File: config.mk
export PLATFORM = sky130hd
export DESIGN_NAME = regfile_flat
export DESIGN_NICKNAME = d
export VERILOG_FILES = /design/src/rtl/regfile_if.sv /design/src/rtl/regfile.sv /design/src/flat_wrapper.sv
export SDC_FILE = /design/constraint.sdc
export NUM_CORES = 2
export LEC_CHECK = 0
export BUFFER_PORTS_ARGS = -buffer_cell sky130_fd_sc_hd__buf_2
export CORE_MARGIN = 2
export CORE_UTILIZATION = 45
export DETAILED_ROUTE_END_ITERATION = 8
export GPL_TIMING_DRIVEN = 0
export HOLD_SLACK_MARGIN = 0.02
export PLACE_DENSITY = 0.67
export SLEW_MARGIN = 10
export SYNTH_ARGS = -nofsm -noshare
export SYNTH_HDL_FRONTEND = slang
export SYNTH_SLANG_ARGS = --single-unit
export TNS_END_PERCENT = 5
File: constraint.sdc
create_clock -name clk_i -period 39.1 [get_ports clk_i]
set_input_delay 1.955 -clock clk_i [delete_from_list [all_inputs] [get_ports clk_i]]
set_output_delay 1.955 -clock clk_i [all_outputs]
set_load 0.1 [all_outputs]
File: src/rtl/regfile_if.sv
// rtl/regfile_if.sv - writeback and decode-read bundle for the integer register file
interface regfile_if #(
    parameter int XLEN = 32,
    parameter int AW   = 5,
    parameter int CW   = 32
);
    logic            we_i;
    logic [AW-1:0]   waddr_i;
    logic [XLEN-1:0] wdata_i;
    logic            re1_i;
    logic [AW-1:0]   raddr1_i;
    logic [XLEN-1:0] rdata1_o;
    logic            re2_i;
    logic [AW-1:0]   raddr2_i;
    logic [XLEN-1:0] rdata2_o;
    logic [CW-1:0]   wr_count_o;

    modport slave (
        input  we_i, waddr_i, wdata_i,
        input  re1_i, raddr1_i, re2_i, raddr2_i,
        output rdata1_o, rdata2_o, wr_count_o
    );

    modport master (
        output we_i, waddr_i, wdata_i,
        output re1_i, raddr1_i, re2_i, raddr2_i,
        input  rdata1_o, rdata2_o, wr_count_o
    );
endinterface

File: src/rtl/regfile.sv
// rtl/regfile.sv - RISC-V integer register file, two bypassed read ports, committed-write counter
module regfile #(
    parameter int XLEN = 32,
    parameter int NREG = 32,
    parameter int AW   = 5,
    parameter int CW   = 32
) (
    input  logic         clk_i,
    input  logic         rst_i,
    regfile_if.slave     bus
);
    logic [XLEN-1:0] r_regs [0:NREG-1];
    logic [CW-1:0]   r_wr_count;
    logic            w_commit;
    logic [XLEN-1:0] w_rdata1;
    logic [XLEN-1:0] w_rdata2;

    // x0 is never written, so it stays zero from reset onward
    assign w_commit = bus.we_i && (bus.waddr_i != '0);

    always_ff @(posedge clk_i or posedge rst_i) begin
        if (rst_i) begin
            for (int i = 0; i < NREG; i++) begin
                r_regs[i] <= '0;
            end
            r_wr_count <= '0;
        end else if (w_commit) begin
            r_regs[bus.waddr_i] <= bus.wdata_i;
            r_wr_count          <= r_wr_count + CW'(1);
        end
    end

    // bypass lets decode see a retiring result in the same cycle
    always_comb begin
        w_rdata1 = '0;
        if (!rst_i && bus.re1_i && (bus.raddr1_i != '0)) begin
            if (bus.we_i && (bus.waddr_i == bus.raddr1_i)) begin
                w_rdata1 = bus.wdata_i;
            end else begin
                w_rdata1 = r_regs[bus.raddr1_i];
            end
        end
    end

    always_comb begin
        w_rdata2 = '0;
        if (!rst_i && bus.re2_i && (bus.raddr2_i != '0)) begin
            if (bus.we_i && (bus.waddr_i == bus.raddr2_i)) begin
                w_rdata2 = bus.wdata_i;
            end else begin
                w_rdata2 = r_regs[bus.raddr2_i];
            end
        end
    end

    assign bus.rdata1_o   = w_rdata1;
    assign bus.rdata2_o   = w_rdata2;
    assign bus.wr_count_o = r_wr_count;
endmodule
File: src/flat_wrapper.sv
// flat-port wrapper written by rule: the top's interface ports become plain ports
module regfile_flat 
#(
    parameter int XLEN = 32,
    parameter int NREG = 32,
    parameter int AW   = 5,
    parameter int CW   = 32
)
  (clk_i, rst_i, bus_we_i, bus_waddr_i, bus_wdata_i, bus_re1_i, bus_raddr1_i, bus_re2_i, bus_raddr2_i, bus_rdata1_o, bus_rdata2_o, bus_wr_count_o);
  regfile_if #(.XLEN(XLEN), .AW(AW), .CW(CW)) bus_i ();
  input  logic clk_i;
  input  logic rst_i;
  input wire logic [$bits(bus_i.we_i)-1:0] bus_we_i;
  input wire logic [$bits(bus_i.waddr_i)-1:0] bus_waddr_i;
  input wire logic [$bits(bus_i.wdata_i)-1:0] bus_wdata_i;
  input wire logic [$bits(bus_i.re1_i)-1:0] bus_re1_i;
  input wire logic [$bits(bus_i.raddr1_i)-1:0] bus_raddr1_i;
  input wire logic [$bits(bus_i.re2_i)-1:0] bus_re2_i;
  input wire logic [$bits(bus_i.raddr2_i)-1:0] bus_raddr2_i;
  output wire logic [$bits(bus_i.rdata1_o)-1:0] bus_rdata1_o;
  output wire logic [$bits(bus_i.rdata2_o)-1:0] bus_rdata2_o;
  output wire logic [$bits(bus_i.wr_count_o)-1:0] bus_wr_count_o;
  assign bus_i.we_i = bus_we_i;
  assign bus_i.waddr_i = bus_waddr_i;
  assign bus_i.wdata_i = bus_wdata_i;
  assign bus_i.re1_i = bus_re1_i;
  assign bus_i.raddr1_i = bus_raddr1_i;
  assign bus_i.re2_i = bus_re2_i;
  assign bus_i.raddr2_i = bus_raddr2_i;
  assign bus_rdata1_o = bus_i.rdata1_o;
  assign bus_rdata2_o = bus_i.rdata2_o;
  assign bus_wr_count_o = bus_i.wr_count_o;
  regfile #(.XLEN(XLEN), .NREG(NREG), .AW(AW), .CW(CW)) u_core (.clk_i(clk_i), .rst_i(rst_i), .bus(bus_i));
endmodule
==> run summary <==
In this run the worst setup path begins at bus_raddr2_i[2]. The number of unique standard cell types used by synthesis came out at 57. The post-route met1 wirelength came out at 83710 um.

Walking the worst path, the cells encountered are buf_2 > buf_2 > inv_1 > nor2_2 > clkbuf_1 > a22oi_1 > o21ai_1 > a221o_1 > buf_2. The reported max-cap violation count came out at 1. For this design, the slowest cell found on the critical path is clkbuf_1.

Counting flops with a built-in enable in the synthesized netlist gives 0. The detail route stage leaves a number of antenna-violating nets equal to 0. The setup-violating endpoint count in the final report came out at 0. The cell count after synthesis came out at 4024. TritonCTS built the clock tree.

The final routed wire length divided by cell count is 37.61 um. The highest net fanout along the worst path is 10. The clock skew after layout came out at 13.64 ps. The post-cts hold buffer count came out at 0. The floorplan die width came out at 359.4 um. Before CTS, the worst setup slack after placement is 30790 ps.

The critical path crosses 9 cells after its start point. The H-tree was split into 3 levels. Summing every instance area after synthesis gives 0.05685 mm^2. The buffers inserted during post-CTS setup optimization came out at 0. The area of placed instances came out at 0.05990 mm^2.

In this run the standard cell core region covers 0.1256 mm^2. The DRC violations left came out at 0. Setup slack on the critical path of the routed design comes to 30740 ps. For the worst setup path, the data required time is 37140 ps. The worst setup path is captured at an output port. The critical setup path kind is input port to output port. The cell total after placement came out at 5823. The number of global-route vias before repair is 41290. The clock transition at the registers of the reported paths is 60 ps. The buffer levels on the longest clock path is 3. The sum of routed wire length over all layers is 227300 um. The minimum setup slack among reg-to-reg paths came out at 37180 ps.

The count of endpoints failing hold in the final timing report came to 0. The worst slew margin relative to its limit came out at -1.781%. The total leakage power came out at 0.02801 uW. During placement, the flow inserted port buffers numbering 139.

The initial antenna violation count is 13. The non-filler instance count after layout came out at 6043. The met3 routed wirelength is 32960 um. The final reports fail on max-capacitance violations, max-slew violations.

The sum of met2 wire segment lengths after detailed routing is 95090 um. Setup repair after global routing left no endpoint under its margin. The type of the most critical hold path is flip-flop to flip-flop. The worst setup path is launched from an input port. Following the worst setup path forward leads to its endpoint at bus_rdata2_o[21]. The number of DRC markers in iteration 0 is 6070. Dividing the final minimum period by the clock period gives 21.39%. The sequential element share of the synthesized area is 46.48%. The reg-to-reg startpoint is u_core.bus.wr_count_o[9]$_DFFE_PP0P_. The die extent in y came out at 359.4 um. The overall power after layout came out at 3321 uW.

After synthesis the netlist holds a flip-flop and latch count of 1056. The number of nets at the end of the flow came out at 4342. The data arrival time of the critical path came out at 6410 ps. The detailed-route vias per instance came out at 7.024. The overflow left after global routing is 0.

The final weighted congestion in routability-driven placement is 0.9846. The clock reaches the later pin of the worst-skew pair after 760 ps. The first global-routing pass estimated 313800 um of wire. The pre-antenna-repair detailed-routing pass consisted of 8 iterations. The fraction of synthesis flops using an asynchronous set or reset pin came out at 100.0%. In the final layout, the share of cells above drive strength 1 is 44.03%. The max-slew violation count is 11. In this run the clock root is driven by a clkbuf_16. The initial cell density of the core came out at 45.27%.

The finished cells cover 0.06382 mm^2. The minimum clock period is 8364 ps. The aggregate negative setup slack is 0 ps. The number of clock sinks seen by CTS came out at 1056. The endpoint identified for the worst register-to-register timing path is u_core.bus.wr_count_o[28]$_DFFE_PP0P_. The floorplan has 130 rows. In the synthesized netlist the dominant register cell turns out to be dfrtp_1.

The slew at the pin closest to its max-slew limit came out at 1527 ps. Timing would allow up to 0.1196 GHz. The number of buffers and inverters on the critical path came out at 5. Dividing the synthesized area by the synthesized cell count gives 14.13 um^2. The net count after synthesis is 4077. The run finished, with violations left. The maximum single-stage delay on the critical path came out at 1050 ps.

The synthesis-to-layout area growth came out at 12.27%. In this run the power density over the cells is 52.03 mW/mm^2. The combined global-route utilization of all metal layers came out at 34.57%.

The die covers 0.1292 mm^2. The Yosys warning count is 0. Clock tree synthesis inserted a total of 114 buffers. Among the stages of the critical path, the cell type that occurs most often is buf_2. The count of vias placed by the detailed router came out at 42440. The cell family contributing the most delay on the critical path is buffers and inverters. The hold-critical path depth is 1. The top layer used by detailed routing is met5. The worst-case vdd ir drop is 0.03575 mV. The pin count of the biggest net entering global routing is 118. The half-perimeter wire length after placement is 154900 um. Counting cells, the worst reg-to-reg path comes to 6. The number of top-level design ports is 148. In this run, post-CTS repair resized a total of 0 instances.
==> worst reg2reg max path, delay by kind of cell, from the launching register on <==
kind,cells,cell delay (ps)
xor+xnor,1,180
buf+inv,1,230
simple gates,4,1010
flops,1,430
==> synthesized netlist by cell type, drive strengths merged, types with 27 or more instances <==
master | count | area share (%)
a21oi | 55 | 0.48
nand2 | 95 | 0.63
buf | 235 | 2.5
o21ai | 99 | 0.87
a22oi | 81 | 1.1
xnor2 | 27 | 0.42
clkbuf | 220 | 1.5
nor2b | 29 | 0.32
a221o | 53 | 0.93
mux4 | 363 | 14
dfrtp | 1056 | 46
mux2 | 1044 | 21
mux2i | 252 | 4.4
nor2 | 59 | 0.41
a221oi | 124 | 1.9
==> layout by cell type (no fill, tap or decap), types with 28 or more instances in the layout <==
| cell | count |
|---|---|
| mux2_2 | 1013 |
| a22oi_1 | 81 |
| buf_4 | 65 |
| nor2_1 | 54 |
| mux4_2 | 346 |
| mux2_1 | 31 |
| a221o_1 | 53 |
| mux2i_1 | 252 |
| buf_2 | 265 |
| nand2_1 | 95 |
| clkbuf_1 | 231 |
| nor2b_1 | 28 |
| dfrtp_1 | 1056 |
| o21ai_0 | 72 |
| a221oi_1 | 124 |
| clkbuf_16 | 115 |
| a21oi_1 | 55 |
==> through the flow <==
stage / util (%) / hold slack (ps)
after global routing: 50.81 / 496.2
after global placement: 47.47 / 453.5
after floorplan: - / 438.5
final: 50.83 / 476.1
after CTS: 50.79 / 476.9
after detailed placement: 47.70 / 463.4
==> kinds of logic (layout without fill, tap and decap cells) <==
kind of cell / after synthesis / after routing / share of synthesized area, %
XOR/XNOR: 41 / 41 / 0.6317
flip-flops: 1056 / 1056 / 46.48
adder cells (fa/ha/maj): 1 / 1 / 0.02201
AO/OA/AOI/OAI: 530 / 530 / 6.900
buffers and inverters: 465 / 822 / 4.032
other: 0 / 12 / 0
AND/OR/NAND/NOR: 272 / 272 / 2.322
multiplexers: 1659 / 1659 / 39.61
==> power by group <==
part / leakage, uW / switching [uW] / internal [uW] / total (uW)
Clock: 0.00190 / 482 / 657 / 1140
Sequential: 0.0136 / 157 / 1300 / 1460
Combinational: 0.0125 / 364 / 361 / 726
==> cell type report <==
type,instances,area (um^2)
diodes,12,30.03
plain buffers,455,2270
clock buffers,165,3336
clock inverters,43,546.8
fillers,10770,61750
inverters,10,45.04
multi-input cells,2503,28130
flip-flops and latches,1056,26430
well taps,1650,2064
repair buffers,149,970.9
==> routing by layer <==
layer | track usage (%) | vias up
met3 | 14.88 | 775
met4 | 19.61 | 11
met1 | 43.98 | 22300
met2 | 49.13 | 3214
met5 | 1.850 | -
li1 | - | 16150
==> flip-flops by register name, indices dropped and copies added, names as in the netlist <==
name,flops
u_core.bus.wr_count_o,32
u_core.r_regs,1024
==> worst min-delay path by stage <==
stage	from	to	slack, ps
after floorplan	u_core.r_regs[1000]$_DFFE_PP0P_	u_core.r_regs[1000]$_DFFE_PP0P_	440
after CTS	u_core.r_regs[993]$_DFFE_PP0P_	u_core.r_regs[993]$_DFFE_PP0P_	480
after global placement	u_core.r_regs[995]$_DFFE_PP0P_	u_core.r_regs[995]$_DFFE_PP0P_	450
after global routing	u_core.bus.wr_count_o[31]$_DFFE_PP0P_	u_core.bus.wr_count_o[31]$_DFFE_PP0P_	500
final	u_core.bus.wr_count_o[31]$_DFFE_PP0P_	u_core.bus.wr_count_o[31]$_DFFE_PP0P_	480
after detailed placement	u_core.r_regs[993]$_DFFE_PP0P_	u_core.r_regs[993]$_DFFE_PP0P_	460
(Power assumes the default switching activity.)
